### src/rtl/spike_decoder_pl.sv
// spike_decoder_pl: captures an N_NUM-bit spike vector on entry to the SYN_ACCU
// controller state and streams it LANES spikes per beat over valid/ready, with the
// register-file address of each group. Optional zero-skip drops empty groups and
// ends the pass once no spikes remain. accu_fin pulses for one cycle at pass end.
//
// Ports:
//   clk              clock, rising edge
//   rst              asynchronous active-low reset
//   state            controller state
//   spike_stream_in  spike vector, bit i = neuron i (sampled at load)
//   skip_en          zero-skip request (sampled at load)
//   out_ready        downstream accepts the current beat
//   out_valid        spike/rf_addr hold a valid beat
//   spike            spike bits of the current group, bit 0 = lowest neuron
//   rf_addr          neuron index of spike[0]
//   accu_fin         one-cycle pulse at end of pass
//   busy             high in SHIFT and FIN
module spike_decoder_pl #(
    parameter int unsigned          N_NUM         = 32,
    parameter int unsigned          LANES         = 2,
    parameter int unsigned          STATE_W       = 3,
    parameter logic [STATE_W-1:0]   SYN_ACCU_CODE = 3'b010
) (
    input  logic                       clk,
    input  logic                       rst,
    input  logic [STATE_W-1:0]         state,
    input  logic [N_NUM-1:0]           spike_stream_in,
    input  logic                       skip_en,
    input  logic                       out_ready,
    output logic                       out_valid,
    output logic [LANES-1:0]           spike,
    output logic [$clog2(N_NUM)-1:0]   rf_addr,
    output logic                       accu_fin,
    output logic                       busy
);

    localparam int unsigned GROUPS = N_NUM / LANES;
    localparam int unsigned AW     = $clog2(N_NUM);
    localparam int unsigned GW     = $clog2(GROUPS + 1);

    // Elaboration-time parameter sanity
    if ((N_NUM % LANES) != 0) begin : g_bad_nnum
        $error("spike_decoder_pl: N_NUM must be a multiple of LANES");
    end
    if ((LANES == 0) || (LANES > N_NUM) || ((LANES & (LANES - 1)) != 0)) begin : g_bad_lanes
        $error("spike_decoder_pl: LANES must be a power of two in 1..N_NUM");
    end

    typedef enum logic [1:0] {
        IDLE  = 2'd0,
        SHIFT = 2'd1,
        FIN   = 2'd2,
        DONE  = 2'd3
    } fsm_t;

    fsm_t               fsm_q, fsm_d;
    logic [N_NUM-1:0]   shift_reg, shift_d;
    logic [AW-1:0]      addr_d;
    logic [GW-1:0]      grp_cnt, grp_d;
    logic               skip_q, skip_d;
    logic [STATE_W-1:0] state_q;
    logic               out_valid_d;
    logic [LANES-1:0]   spike_d;
    logic               accu_fin_d;
    logic               busy_d;

    logic               in_accu_c;
    logic               entry_c;
    logic               last_grp_c;
    logic [N_NUM-1:0]   shifted_c;

    assign in_accu_c  = (state == SYN_ACCU_CODE);
    assign entry_c    = in_accu_c && (state_q != SYN_ACCU_CODE);
    assign last_grp_c = (grp_cnt == GW'(GROUPS - 1));
    assign shifted_c  = shift_reg >> LANES;

    // State and output registers
    always_ff @(posedge clk or negedge rst) begin
        if (!rst) begin
            fsm_q     <= IDLE;
            shift_reg <= '0;
            rf_addr   <= '0;
            grp_cnt   <= '0;
            skip_q    <= 1'b0;
            state_q   <= '0;
            out_valid <= 1'b0;
            spike     <= '0;
            accu_fin  <= 1'b0;
            busy      <= 1'b0;
        end else begin
            fsm_q     <= fsm_d;
            shift_reg <= shift_d;
            rf_addr   <= addr_d;
            grp_cnt   <= grp_d;
            skip_q    <= skip_d;
            state_q   <= state;
            out_valid <= out_valid_d;
            spike     <= spike_d;
            accu_fin  <= accu_fin_d;
            busy      <= busy_d;
        end
    end

    // Next-state and next-output logic; outputs are registered from the next values
    always_comb begin
        fsm_d   = fsm_q;
        shift_d = shift_reg;
        addr_d  = rf_addr;
        grp_d   = grp_cnt;
        skip_d  = skip_q;

        unique case (fsm_q)
            IDLE: begin
                if (entry_c) begin
                    shift_d = spike_stream_in;
                    addr_d  = '0;
                    grp_d   = '0;
                    skip_d  = skip_en;
                    fsm_d   = SHIFT;
                end
            end
            SHIFT: begin
                if (!in_accu_c) begin
                    fsm_d = IDLE;
                end else if (skip_q && (shift_reg == '0)) begin
                    fsm_d = FIN;
                end else if (skip_q && (shift_reg[LANES-1:0] == '0)) begin
                    shift_d = shifted_c;
                    addr_d  = rf_addr + AW'(LANES);
                    grp_d   = grp_cnt + GW'(1);
                    if (last_grp_c) fsm_d = FIN;
                end else if (out_valid && out_ready) begin
                    shift_d = shifted_c;
                    addr_d  = rf_addr + AW'(LANES);
                    grp_d   = grp_cnt + GW'(1);
                    // With zero-skip, finish as soon as the last spike has been sent
                    if (last_grp_c || (skip_q && (shifted_c == '0))) fsm_d = FIN;
                end
            end
            FIN: begin
                fsm_d = in_accu_c ? DONE : IDLE;
            end
            DONE: begin
                if (!in_accu_c) fsm_d = IDLE;
            end
            default: begin
                fsm_d = IDLE;
            end
        endcase

        // Datapath returns to zero whenever the block goes idle
        if (fsm_d == IDLE) begin
            shift_d = '0;
            addr_d  = '0;
            grp_d   = '0;
        end

        // A beat is offered unless zero-skip will drop the pending group
        out_valid_d = (fsm_d == SHIFT) && (!skip_d || (shift_d[LANES-1:0] != '0));
        spike_d     = out_valid_d ? shift_d[LANES-1:0] : '0;
        accu_fin_d  = (fsm_d == FIN);
        busy_d      = (fsm_d == SHIFT) || (fsm_d == FIN);
    end

endmodule

### config.mk
export PLATFORM = sky130hd
export DESIGN_NAME = spike_decoder_pl
export DESIGN_NICKNAME = d
export VERILOG_FILES = /design/src/rtl/spike_decoder_pl.sv
export SDC_FILE = /design/constraint.sdc
export NUM_CORES = 1
export LEC_CHECK = 0
export BUFFER_PORTS_ARGS = -buffer_cell sky130_fd_sc_hd__buf_2
export CORE_UTILIZATION = 30
export CTS_CLUSTER_DIAMETER = 50
export DETAILED_ROUTE_END_ITERATION = 8
export PLACE_DENSITY = 0.56
export SLEW_MARGIN = 10
export SYNTH_ARGS = -nofsm -noshare
export SYNTH_HDL_FRONTEND = slang
export SYNTH_SLANG_ARGS = --single-unit
export TNS_END_PERCENT = 20
### constraint.sdc
create_clock -name clk -period 8 [get_ports clk]
set_clock_uncertainty 0.05 [all_clocks]
set_input_delay 1.2 -clock clk [delete_from_list [all_inputs] [get_ports clk]]
set_output_delay 1.2 -clock clk [all_outputs]
set_load 0.005 [all_outputs]
# After elaboration in Yosys (flattened, before gate mapping)
# Index checks and enable logic that the tools add are counted.
# classes
addsub	2
n_reduce_logical	18
muxes	33
n_eq_ne	12
# ops
op	count
32-bit 2-to-1 mux	6
32-bit logical NOT	2
32-bit one-hot mux with 2 select lines	1
5-bit 2-to-1 mux	11
2-bit 2-to-1 mux	10
5-bit one-hot mux with 2 select lines	2
3-bit != test (second input constant)	3
2-bit one-hot mux with 4 select lines	1
2-bit equality test (second input constant)	3
1-bit logical AND	6
2-bit logical NOT	3
5-bit by 1-bit adder with 5-bit output (second input constant)	1
5-bit by 2-bit adder with 5-bit output (second input constant)	1
5-bit by 4-bit equality test with 1-bit output (second input constant)	1
5-bit AND reduction	1
2-bit by 1-bit equality test with 1-bit output (second input constant)	2
4-bit != test (second input constant)	1
3-bit by 2-bit equality test with 1-bit output (second input constant)	1
1-bit logical OR	3
3-bit by 2-bit != test with 1-bit output (second input constant)	1
3-bit nonzero test	1
1-bit 2-to-1 mux	2
2-bit nonzero test	1
1-bit logical NOT	1
# totals
reg_bits	53
inputBits	39

# Longest topological paths before layout
# depth
word_depth	15
depth_mapped	11

# Least setup slack after synthesis
# Ideal clock, no wire load.
# synth_path
kind	input-to-reg
from	input port state[0]
to	register grp_cnt[0]
path_stages	7
path_slack_ns	4.936
arrival_ns	2.914
required_ns	7.849
n_path_buf	1
cell_sequence	or3b_2 > o31a_1 > ha_1 > clkbuf_1 > nor2_1 > nand2_1 > o32ai_1
# synth_between
elab_chain_len	7
# synth_lines
item	line	source
start, declared	26	input logic [STATE_W-1:0] state,
3-bit by 2-bit equality test with 1-bit output *	72	assign in_accu_c = (state == SYN_ACCU_CODE);
1-bit logical AND	73	assign entry_c = in_accu_c && (state_q != SYN_ACCU_CODE);
2-bit 2-to-1 mux	114	if (entry_c) begin
2-bit one-hot mux with 4 select lines	112	unique case (fsm_q)
2-bit logical NOT	152	if (fsm_d == IDLE) begin
4-bit != test (no source line), or another cell as far along	-	
5-bit AND reduction (no source line)	-	
end signal, assigned	94	grp_cnt <= grp_d;
end, declared	59	logic [GW-1:0] grp_cnt, grp_d;
# Every way passes the cells marked *; elsewhere a longest branch is shown, timed or not.
# A chain may end at the register's enable or synchronous reset.

# Worst setup path after layout
# layout_path
from	register shift_reg[12]
to	register grp_cnt[2]
# layout_between
elab_chain_len	12
# layout_lines
item	line	source
start, declared	57	logic [N_NUM-1:0] shift_reg, shift_d;
start signal, assigned	92	shift_reg <= shift_d;
32-bit logical NOT	137	if (last_grp_c || (skip_q && (shifted_c == '0))) fsm_d = FIN;
1-bit logical AND	137	
1-bit logical OR	137	
2-bit 2-to-1 mux	137	
2-bit 2-to-1 mux	132	end else if (out_valid && out_ready) begin
2-bit 2-to-1 mux	127	end else if (skip_q && (shift_reg[LANES-1:0] == '0)) begin
2-bit 2-to-1 mux	125	end else if (skip_q && (shift_reg == '0)) begin
2-bit 2-to-1 mux	123	if (!in_accu_c) begin
2-bit one-hot mux with 4 select lines	112	
2-bit logical NOT	152	
4-bit != test (no source line), or another cell as far along	-	
5-bit AND reduction (no source line)	-	
# Parallel ways exist; a longest one is shown, timed or not.

==> flow_summary.json <==
{
  "fillCellCount": 864,
  "finalPower_w": 0.0004874,
  "gr-total-overflow": 0,
  "grt_setup_unrepaired": "false",
  "powerDensity_nw_per_um2": 160.6,
  "grt_pass1_wl_um": 10290,
  "startpoint_type": "flop",
  "routed_wl_um": 6282,
  "r2r-start": "shift_reg[12]",
  "drt_pass1_iterations": 4,
  "multi_input_area_um2": 1224,
  "gp_congestion": 0.8154,
  "vias_per_cell": 5.174,
  "syn_inst": 255,
  "cp_max_fo": 38,
  "cts_resized": 0,
  "drive_gt1_share_pct": 30.20,
  "timing.final.ws_setup_ns": 4.589,
  "place_hpwl_um": 4229,
  "synth.avg_cell_area_um2": 10.32,
  "portBuffers": 47,
  "post-route-period-util_pct": 42.64,
  "setup_viol": 0,
  "seq_area_um2": 1301,
  "clockBufferDepth": 2,
  "rows": 33,
  "cts_tree": "yes",
  "synth_edf_count": 0,
  "end_kind": "flop",
  "numCtsBuffers": 5,
  "drc": 0,
  "status": "complete, no violations",
  "dieArea_um2": 9150,
  "cts_hold_buffers": 0,
  "drv_cap": 0,
  "wl_per_cell_um": 15.59,
  "cp.required_ns": 8.18,
  "worst_pin_slew_ns": 0.8192,
  "largest_reg_flops": 32,
  "postSynth.asyncResetShare_pct": 100.0,
  "clock-sinks": 52,
  "syn_nets": 300,
  "setup_tns_ns": 0,
  "syn-cell-area_um2": 2631,
  "fin_hold_ws_ns": 0.4931,
  "detailedPlace.worstSlack_ns": 4.396,
  "min_from": "grp_cnt[4]",
  "clkTransAtPathRegs_ns": 0.09,
  "ir_drop_uv": 58.87,
  "ys.flop_type": "dfrtp_1",
  "grt_pass1_vias": 2090,
  "synth-seq-cells": 52,
  "ant_nets": 0,
  "initial_utilization_pct": 31.55,
  "clk_latency_ns": 0.31,
  "cts_setup_buffers": 0,
  "core-area_um2": 8341,
  "min_to": "grp_cnt[4]",
  "crit_type": "reg2reg",
  "synth_area_leaders": "dfrtp_1 (49%), o221a_2 (11%), nor2_1 (9.1%)",
  "hold_viol": 0,
  "rrSetupSlack_ns": 4.59,
  "synth.distinct_cells": 44,
  "yosysMostFrequentCell": "nor2_1",
  "yosys-top-cells-count": "nor2_1 (64), dfrtp_1 (52), o221a_2 (26), clkbuf_1 (12), nand2_1 (11)",
  "syn2layout_area_growth_pct": 15.31,
  "die_x_um": 95.66,
  "yosysSeqAreaShare_pct": 49.45,
  "track_usage_pct": 14.66,
  "antennaDiodeCount": 0,
  "maxSlewHeadroom_pct": 44.89,
  "grt_max_degree": 53,
  "nets": 342,
  "htreeDepth": 2,
  "max_freq_mhz": 293.2,
  "die_h_um": 95.66,
  "period_needed_ns": 3.411,
  "io_pins": 49,
  "rr_worst_depth": 11,
  "p_leak_nw": 1.419,
  "synth_top_area_share_pct": 49.45,
  "drt_iter0_drc": 92,
  "num_vias": 2085,
  "synth.largest_area_cell": "dfrtp_1",
  "hold_depth": 2,
  "antenna_found_initial": 0,
  "hold_class": "reg2reg",
  "slew_violations": 0,
  "yosysWarnings": 0,
  "timing.rr.end": "grp_cnt[2]",
  "worstPathArrival_ns": 3.59,
  "cts_root_buf": "clkbuf_8"
}
[layout make-up]
cell class | count | area share, %
Sequential cell | 52 | 42.89
Timing Repair Buffer | 52 | 8.990
Tap cell | 105 | 4.330
Inverter | 4 | 0.4948
Clock buffer | 8 | 2.969
Multi-Input combinational cell | 182 | 40.33
[how the worst max path moves through the flow]
stage                  startpoint    endpoint  slack [ns]  cells past startpoint
floorplan                state[0]  grp_cnt[0]        4.94                      7
finish              shift_reg[12]  grp_cnt[2]        4.59                     11
global route         shift_reg[2]  rf_addr[3]        4.23                     11
CTS                 shift_reg[19]  grp_cnt[2]        4.61                     11
detailed placement      out_ready  grp_cnt[2]        4.40                     10
global placement         state[0]  grp_cnt[4]        4.45                      8
[stage by stage]
stage	cell area, um^2	util [%]	cells
floorplan	2631	-	255
global placement	2944	35.30	395
detailed placement	2944	35.30	395
CTS	3034	36.38	403
global route	3034	36.38	403
finish	3034	36.38	403
[critical path: stages, from the launching register on]
cell and delay (ns):
dfrtp_1 0.41, nor4_1 0.39, and4_1 0.33, a31oi_1 0.12
nor3b_1 0.40, o31a_1 0.22, ha_1 0.16, buf_4 0.34
inv_1 0.19, o21a_1 0.16, nor4b_1 0.31, mux2i_1 0.24
[logic make-up after synthesis]
logic type	share of synthesized area, %
AND/OR/NAND/NOR	21.54
AO/OA/AOI/OAI	20.40
buffers and inverters	4.041
multiplexers	1.569
flip-flops	49.45
other	0.1425
adder cells (fa/ha/maj)	2.853
[report_power, final]
| group | switching, W | internal (W) | leakage, nW |
|---|---|---|---|
| sequential | 0.00000404 | 0.000267 | 0.715 |
| combinational | 0.0000376 | 0.0000228 | 0.659 |
| clock | 0.0000847 | 0.0000708 | 0.0455 |
| total | 0.000126 | 0.000361 | 1.42 |
[metal layers]
layer  part of all wire (%)  vias to the layer above  GRT usage (%)
met2                     44                       42          22.86
met5                      0                        -              0
met4                    1.1                        0          4.229
li1                       -                     1041              -
met1                     51                      993          20.39
met3                    3.4                        9          3.110
[cells in the final DEF (no fill, tap or decap), drive strengths merged, types with 3 or more instances in the layout]
master	synthesis	layout
buf	5	52
ha	6	6
o21ai	3	3
o221a	28	28
clkbuf	12	8
dfrtp	52	52
mux2i	3	3
and3	4	4
and4	3	3
nand3	7	7
o32ai	3	3
nor2	64	64
nor4	9	9
or3	3	3
o31ai	4	4
nor3b	3	3
nand2	11	11
inv	4	4
(Power assumes the default switching activity.)
